[config.mk]
export PLATFORM = sky130hd
export DESIGN_NAME = stack_queue_flat
export DESIGN_NICKNAME = d
export VERILOG_FILES = /design/src/rtl/stack_queue_if.sv /design/src/rtl/stack_queue.sv /design/src/flat_wrapper.sv
export SDC_FILE = /design/constraint.sdc
export NUM_CORES = 1
export LEC_CHECK = 0
export ABC_AREA = 1
export CAP_MARGIN = 20
export CELL_PAD_IN_SITES_DETAIL_PLACEMENT = 1
export CELL_PAD_IN_SITES_GLOBAL_PLACEMENT = 1
export CORE_UTILIZATION = 35
export CTS_BUF_LIST = sky130_fd_sc_hd__clkbuf_2 sky130_fd_sc_hd__clkbuf_4 sky130_fd_sc_hd__clkbuf_8
export CTS_CLUSTER_DIAMETER = 100
export CTS_CLUSTER_SIZE = 30
export DETAILED_ROUTE_END_ITERATION = 7
export GPL_TIMING_DRIVEN = 0
export PLACE_DENSITY = 0.76
export RECOVER_POWER = 25
export SKIP_LAST_GASP = 1
export SLEW_MARGIN = 20
export SYNTH_ARGS = -nofsm -noshare
export SYNTH_HDL_FRONTEND = slang
export SYNTH_SLANG_ARGS = --single-unit
export TNS_END_PERCENT = 10
[constraint.sdc]
create_clock -name clk -period 4.9 [get_ports clk]
set_clock_uncertainty 0.2 [all_clocks]
set_input_delay 0.98 -clock clk [delete_from_list [all_inputs] [get_ports clk]]
set_output_delay 0.98 -clock clk [all_outputs]
set_load 0.05 [all_outputs]
[src/rtl/stack_queue_if.sv]
// Bundles the request and status signals of the combined stack/queue block.
interface stack_queue_if #(
   parameter int unsigned STACK_DEPTH = 8,
   parameter int unsigned WORD_LEN    = 8
);
   localparam int unsigned CNT_W = $clog2(STACK_DEPTH) + 1;

   logic                mode;
   logic                push;
   logic                pop;
   logic                clear;
   logic [WORD_LEN-1:0] data_in;
   logic [WORD_LEN-1:0] data_out;
   logic                out_valid;
   logic [WORD_LEN-1:0] top;
   logic [CNT_W-1:0]    count;
   logic                full;
   logic                empty;
   logic                overflow;
   logic                underflow;

   // Requester side: drives operations, observes data and status.
   modport master (
      output mode, push, pop, clear, data_in,
      input  data_out, out_valid, top, count, full, empty, overflow, underflow
   );

   // Storage side: accepts operations, reports data and status.
   modport slave (
      input  mode, push, pop, clear, data_in,
      output data_out, out_valid, top, count, full, empty, overflow, underflow
   );
endinterface

[src/rtl/stack_queue.sv]
// Circular-buffer store that behaves as a LIFO or FIFO; the mode is frozen while occupied.
module stack_queue #(
   parameter int unsigned STACK_DEPTH = 8,
   parameter int unsigned WORD_LEN    = 8
) (
   input  logic         clk,
   input  logic         rstn,
   stack_queue_if.slave bus
);
   localparam int unsigned PTR_W = (STACK_DEPTH > 1) ? $clog2(STACK_DEPTH) : 1;
   localparam int unsigned CNT_W = $clog2(STACK_DEPTH) + 1;

   localparam logic [PTR_W-1:0] PTR_LAST  = PTR_W'(STACK_DEPTH - 1);
   localparam logic [CNT_W-1:0] CNT_FULL  = CNT_W'(STACK_DEPTH);
   localparam logic             MODE_LIFO = 1'b0;
   localparam logic             MODE_FIFO = 1'b1;

   logic [WORD_LEN-1:0] mem [STACK_DEPTH];

   logic [PTR_W-1:0]    rd_ptr;
   logic [PTR_W-1:0]    wr_ptr;
   logic [PTR_W-1:0]    rd_ptr_nxt;
   logic [PTR_W-1:0]    wr_ptr_nxt;
   logic [PTR_W-1:0]    rd_ptr_inc;
   logic [PTR_W-1:0]    wr_ptr_inc;
   logic [PTR_W-1:0]    wr_ptr_dec;
   logic [CNT_W-1:0]    count_q;
   logic [CNT_W-1:0]    count_nxt;
   logic                mode_q;
   logic                eff_mode;
   logic [WORD_LEN-1:0] data_out_q;
   logic [WORD_LEN-1:0] data_out_nxt;
   logic                out_valid_q;
   logic                out_valid_nxt;
   logic                overflow_q;
   logic                overflow_nxt;
   logic                underflow_q;
   logic                underflow_nxt;
   logic                empty_c;
   logic                full_c;
   logic [PTR_W-1:0]    rd_addr;
   logic [WORD_LEN-1:0] rd_word;
   logic                mem_we;
   logic [PTR_W-1:0]    mem_waddr;

   // Occupancy flags, effective mode and the word the next pop would return.
   always_comb begin
      empty_c    = (count_q == '0);
      full_c     = (count_q == CNT_FULL);
      eff_mode   = empty_c ? bus.mode : mode_q;
      rd_ptr_inc = (rd_ptr == PTR_LAST) ? '0 : rd_ptr + PTR_W'(1);
      wr_ptr_inc = (wr_ptr == PTR_LAST) ? '0 : wr_ptr + PTR_W'(1);
      wr_ptr_dec = (wr_ptr == '0) ? PTR_LAST : wr_ptr - PTR_W'(1);
      rd_addr    = (eff_mode == MODE_FIFO) ? rd_ptr : wr_ptr_dec;
      rd_word    = mem[rd_addr];
   end

   // Next-state decode of clear / push / pop; clear wins, flags are single-cycle pulses.
   always_comb begin
      rd_ptr_nxt    = rd_ptr;
      wr_ptr_nxt    = wr_ptr;
      count_nxt     = count_q;
      data_out_nxt  = data_out_q;
      out_valid_nxt = 1'b0;
      overflow_nxt  = 1'b0;
      underflow_nxt = 1'b0;
      mem_we        = 1'b0;
      mem_waddr     = wr_ptr;

      if (bus.clear) begin
         rd_ptr_nxt = '0;
         wr_ptr_nxt = '0;
         count_nxt  = '0;
      end else if (bus.push && bus.pop) begin
         out_valid_nxt = 1'b1;
         if (empty_c) begin
            // Nothing stored: the incoming word passes straight through.
            data_out_nxt = bus.data_in;
         end else begin
            data_out_nxt = rd_word;
            mem_we       = 1'b1;
            if (eff_mode == MODE_FIFO) begin
               rd_ptr_nxt = rd_ptr_inc;
               wr_ptr_nxt = wr_ptr_inc;
            end else begin
               // Stack: replace the top entry in place.
               mem_waddr = wr_ptr_dec;
            end
         end
      end else if (bus.push) begin
         if (full_c) begin
            overflow_nxt = 1'b1;
         end else begin
            mem_we     = 1'b1;
            wr_ptr_nxt = wr_ptr_inc;
            count_nxt  = count_q + CNT_W'(1);
         end
      end else if (bus.pop) begin
         if (empty_c) begin
            underflow_nxt = 1'b1;
         end else begin
            data_out_nxt  = rd_word;
            out_valid_nxt = 1'b1;
            count_nxt     = count_q - CNT_W'(1);
            if (eff_mode == MODE_FIFO) begin
               rd_ptr_nxt = rd_ptr_inc;
            end else begin
               wr_ptr_nxt = wr_ptr_dec;
            end
         end
      end
   end

   // Control and output registers.
   always_ff @(posedge clk or negedge rstn) begin
      if (!rstn) begin
         rd_ptr      <= '0;
         wr_ptr      <= '0;
         count_q     <= '0;
         mode_q      <= MODE_LIFO;
         data_out_q  <= '0;
         out_valid_q <= 1'b0;
         overflow_q  <= 1'b0;
         underflow_q <= 1'b0;
      end else begin
         rd_ptr      <= rd_ptr_nxt;
         wr_ptr      <= wr_ptr_nxt;
         count_q     <= count_nxt;
         mode_q      <= eff_mode;
         data_out_q  <= data_out_nxt;
         out_valid_q <= out_valid_nxt;
         overflow_q  <= overflow_nxt;
         underflow_q <= underflow_nxt;
      end
   end

   // Storage array; reset clears every word so stale data never reaches top.
   always_ff @(posedge clk or negedge rstn) begin
      if (!rstn) begin
         mem <= '{default: '0};
      end else if (mem_we) begin
         mem[mem_waddr] <= bus.data_in;
      end
   end

   // Status and data outputs.
   always_comb begin
      bus.data_out  = data_out_q;
      bus.out_valid = out_valid_q;
      bus.overflow  = overflow_q;
      bus.underflow = underflow_q;
      bus.count     = count_q;
      bus.full      = full_c;
      bus.empty     = empty_c;
      bus.top       = empty_c ? '0 : rd_word;
   end
endmodule

[src/flat_wrapper.sv]
// flat-port wrapper written by rule: the top's interface ports become plain ports
module stack_queue_flat 
#(
   parameter int unsigned STACK_DEPTH = 8,
   parameter int unsigned WORD_LEN    = 8
)
  (clk, rstn, bus_mode, bus_push, bus_pop, bus_clear, bus_data_in, bus_data_out, bus_out_valid, bus_top, bus_count, bus_full, bus_empty, bus_overflow, bus_underflow);
  stack_queue_if #(.STACK_DEPTH(STACK_DEPTH), .WORD_LEN(WORD_LEN)) bus_i ();
  input  logic clk;
  input  logic rstn;
  input wire logic [$bits(bus_i.mode)-1:0] bus_mode;
  input wire logic [$bits(bus_i.push)-1:0] bus_push;
  input wire logic [$bits(bus_i.pop)-1:0] bus_pop;
  input wire logic [$bits(bus_i.clear)-1:0] bus_clear;
  input wire logic [$bits(bus_i.data_in)-1:0] bus_data_in;
  output wire logic [$bits(bus_i.data_out)-1:0] bus_data_out;
  output wire logic [$bits(bus_i.out_valid)-1:0] bus_out_valid;
  output wire logic [$bits(bus_i.top)-1:0] bus_top;
  output wire logic [$bits(bus_i.count)-1:0] bus_count;
  output wire logic [$bits(bus_i.full)-1:0] bus_full;
  output wire logic [$bits(bus_i.empty)-1:0] bus_empty;
  output wire logic [$bits(bus_i.overflow)-1:0] bus_overflow;
  output wire logic [$bits(bus_i.underflow)-1:0] bus_underflow;
  assign bus_i.mode = bus_mode;
  assign bus_i.push = bus_push;
  assign bus_i.pop = bus_pop;
  assign bus_i.clear = bus_clear;
  assign bus_i.data_in = bus_data_in;
  assign bus_data_out = bus_i.data_out;
  assign bus_out_valid = bus_i.out_valid;
  assign bus_top = bus_i.top;
  assign bus_count = bus_i.count;
  assign bus_full = bus_i.full;
  assign bus_empty = bus_i.empty;
  assign bus_overflow = bus_i.overflow;
  assign bus_underflow = bus_i.underflow;
  stack_queue #(.STACK_DEPTH(STACK_DEPTH), .WORD_LEN(WORD_LEN)) u_core (.clk(clk), .rstn(rstn), .bus(bus_i));
endmodule
==> results of run 1 <==
-- area by class of cell --
cell class	instances	area (um2)	area share, %
Buffer	18	133	2.41
Clock buffer	9	124	2.25
Clock inverter	7	48.8	0.885
Inverter	96	360	6.54
Multi-Input combinational cell	404	2100	38.0
Sequential cell	86	2150	39.0
Tap cell	176	220	3.99
Timing Repair Buffer	39	380	6.90
-- synth_stat cells --
master	n	area, um2
nand2_1	178	668
inv_1	89	334
dfrtp_1	86	2150
nand3_1	64	320
o21ai_1	39	195
o21ai_0	32	160
nor2_1	16	60.1
a21oi_1	12	60.1
ha_1	8	100
nand2_2	8	50.1
nand3b_1	8	60.1
buf_2	7	35.0
inv_2	7	26.3
nor2_4	7	78.8
o21ai_2	7	61.3
buf_4	5	37.5
buf_6	5	56.3
nor2_2	3	18.8
nand2_4	2	22.5
nand2_8	2	40.0
nand3_2	2	20.0
nor2_8	2	40.0
o21ai_4	2	32.5
o22ai_1	2	12.5
xnor2_1	2	17.5
a211oi_1	1	7.51
a221oi_1	1	8.76
a22oi_1	1	7.51
clkbuf_1	1	3.75
fa_1	1	20.0
nor3_1	1	5.00
o211ai_1	1	7.51
o211ai_2	1	12.5
xor2_1	1	8.76
-- flip-flops by register name (all words and copies together) (netlist names) --
signal and cells:
u_core.mem 64, u_core.bus.data_out 8, u_core.bus.count 4, u_core.rd_ptr 3
u_core.wr_ptr 3, u_core.bus.out_valid 1, u_core.bus.overflow 1, u_core.bus.underflow 1
u_core.mode_q 1
-- layer usage --
layer	part of all wire, %	vias up	global-route usage [%]
met5	0	-	0
met4	3.0	0	8.78
met3	3.1	24	3.23
met1	48	1995	28.1
met2	45	79	34.2
li1	-	2003	-
-- cell families after synthesis --
family                   after synthesis
AO/OA/AOI/OAI                         99
flip-flops                            86
buffers and inverters                114
AND/OR/NAND/NOR                      293
XOR/XNOR                               3
adder cells (fa/ha/maj)                9
-- worst max-delay path: stages --
cell and delay [ns]:
clkdlybuf4s50_1 0.51, inv_1 0.06, nand3_1 0.17, nand2_2 0.17, o21ai_2 0.41, buf_4 0.26, nand3_1 0.13, nand3_1 0.10
nand2_1 0.10, nor2_1 0.12, clkdlybuf4s50_1 0.81
-- per-stage QoR --
stage	utilization (%)	setup WS, ns	cell area (um2)	TNS, ns	hold slack (ns)
after global routing	41.6	-0.254	5510	-1.36	0.319
after detailed placement	40.5	-0.120	5370	-0.647	0.271
after global placement	40.3	-0.596	5340	-50.67	0.265
final	41.6	-0.0991	5510	-0.458	0.290
after CTS	41.8	-0.115	5540	-0.673	0.294
after floorplan	-	1.17	4740	0	0.250
-- placed cells by master, fill, tap and decap left out, drive strengths merged, types with 2 or more instances in the layout --
cell type,count
nand3,66
inv,97
a21oi,12
o21ai,80
clkdlybuf4s50,35
o22ai,2
nand2,190
clkinvlp,4
dfrtp,86
clkbuf,12
nor2,28
clkinv,2
ha,8
buf,17
xnor2,2
nand3b,8
o211ai,2
-- worst paths after layout --
path,endpoint,slack [ns],startpoint,cells past startpoint
worst max-delay path,bus_top[1],-0.1,bus_mode,11
worst min-delay path,u_core.mem[6],0.29,u_core.mem[6],2
worst max register to register,u_core.bus.data_out[2],2.21,u_core.wr_ptr[0],15
worst min register to register,u_core.mem[6],0.29,u_core.mem[6],2
max in group asynchronous,u_core.mem[4],1.36,rstn,2
min in group asynchronous,u_core.wr_ptr[1],0.91,rstn,1
-- repair_timing --
action,CTS,global route
gates cloned,0,0
resized for setup,1,1
pin swaps,0,0
setup endpoints to repair,8,7
==> impl_summary.txt, run 1 <==
----------------------------------------------------
[Run status]
  Result of the run ... complete, but fails checks
  Failing checks ... max-capacitance violations, max-slew violations, negative setup slack

[Layout]
  Inserted Diodes ... 0
  Post-synthesis to final-layout area growth ... 16.3%
  Share of final-layout standard cells stronger than drive strength 1 ... 11.7%
  Count of fill cells added during filler insertion ... 1,677
  Count of non-filler cells in the finished layout ... 835
  Final-stage net count ... 677

[Floorplan]
  DIE WIDTH ... 118 um
  Number of primary I/O pins ... 39
  Placeable Area ... 13,200 um2
  Chip Height ... 118 um
  Row cnt ... 42
  Initial Util ... 35.8%
  Die ar. ... 14,000 um2

[Drt]
  Vias after detailed routing ... 4,101
  Router iterations before antenna repair ... 4
  Overall routed net length ... 13.7 mm
  Post-route DRC ... 0
  Vias per std cell ... 4.91
  WL/cell ... 16.4 um
  Iter 0 DRT Violations ... 199
  Final antenna-violating net count ... 0

[STA]
  Final period utilization ... 102%
  Highest clock frequency the design can meet ... 0.200 GHz
  Setup repair after global routing missed its margin ... true
  Transition time at the pin with the least slew margin ... 1.87 ns
  Max-slew violations ... 32
  Slew HR ... -24.5%
  Number of hold violations in the final report ... 0
  Final worst path period need ... 5.00 ns
  Setup WS post-layout ... -0.0991 ns
  Number of setup violations in the final report ... 6

[CTS]
  Number of hold buffers added after cts ... 0
  CTS root buffer ... clkbuf_8
  Clock tree buffer depth ... 2
  TritonCTS buffer count ... 9
  Clock tree from TritonCTS ... built
  Later-pin clock latency in the skew report ... 0.37 ns
  Worst-path clk slew ... 0.09 ns
  Buffer count from post-CTS setup fixing ... 0
  CTS Sinks ... 86
  H-tree depth ... 3

[Synth]
  Portion of the post-synthesis area used by sequential elements ... 45.4%
  Warnings, synthesis ... 0
  Post-synth net total ... 627
  Fraction of synthesized cell area in xor and xnor cells ... 0.554%
  Cell area after technology mapping ... 4740 um2
  Area share of and/or/nand/nor cells after synthesis ... 29.2%
  Share of the synthesized area in compound gates (AO/OA/AOI/OAI) ... 11.9%
  Share of synthesized area spent on multiplexers ... 0%
  Post-Synth Adder-Cell Area ... 2.53%
  Main combinational cell family by area after synthesis ... simple AND/OR/NAND/NOR gates
  Number of register bits inferred by synthesis ... 86
  Gate count of the mapped netlist ... 604
  Unique cell type count in the Yosys netlist ... 34
  Average cell area after synthesis ... 7.85 um2

[Global route]
  Total congestion overflow ... 0
  Global-route wire length before repair ... 23.3 mm
  Pin count of the biggest net entering global routing ... 57
  Number of global-route vias before repair ... 4,630
  Initial antenna violation count ... 0
  Total global-route track usage ... 21.1%

[Worst setup path]
  Crit path launch type ... input pin
  Worst Setup End Kind ... output port
  CP Data Required Time ... 3.72 ns
  Crit-path max FO ... 10
  Kind of critical path ... in2out
  Critical path arrival ... 3.82 ns

[Min path]
  Path class of the lowest-slack min-delay path ... reg2reg

[Placement]
  # placed instances ... 819
  Input/output buffers ... 38
  Post-detailed-placement half-perimeter wirelength ... 10.3 mm
  Final weighted congestion in routability-driven placement ... 0.820

[Run]
  Max Cap Viol ... 1

----------------------------------------------------
Power of run 1 is left out: the tool's default activity adds up to more than one toggle a clock period on the data nets, which glitch-free logic cannot reach.
==> run 2: changes to the inputs <==
--- a/config.mk
+++ b/config.mk
@@ -6,7 +6,6 @@
 export NUM_CORES = 1
 export LEC_CHECK = 0
 export ABC_AREA = 1
-export CAP_MARGIN = 20
 export CELL_PAD_IN_SITES_DETAIL_PLACEMENT = 1
 export CELL_PAD_IN_SITES_GLOBAL_PLACEMENT = 1
 export CORE_UTILIZATION = 35
@@ -17,6 +16,7 @@
 export GPL_TIMING_DRIVEN = 0
 export PLACE_DENSITY = 0.76
 export RECOVER_POWER = 25
+export SETUP_SLACK_MARGIN = 0.02
 export SKIP_LAST_GASP = 1
 export SLEW_MARGIN = 20
 export SYNTH_ARGS = -nofsm -noshare
==> results of run 2 <==
Final layout, timing and power as in run 1 (identical DEF).
Power of run 2 is left out for the same reason.
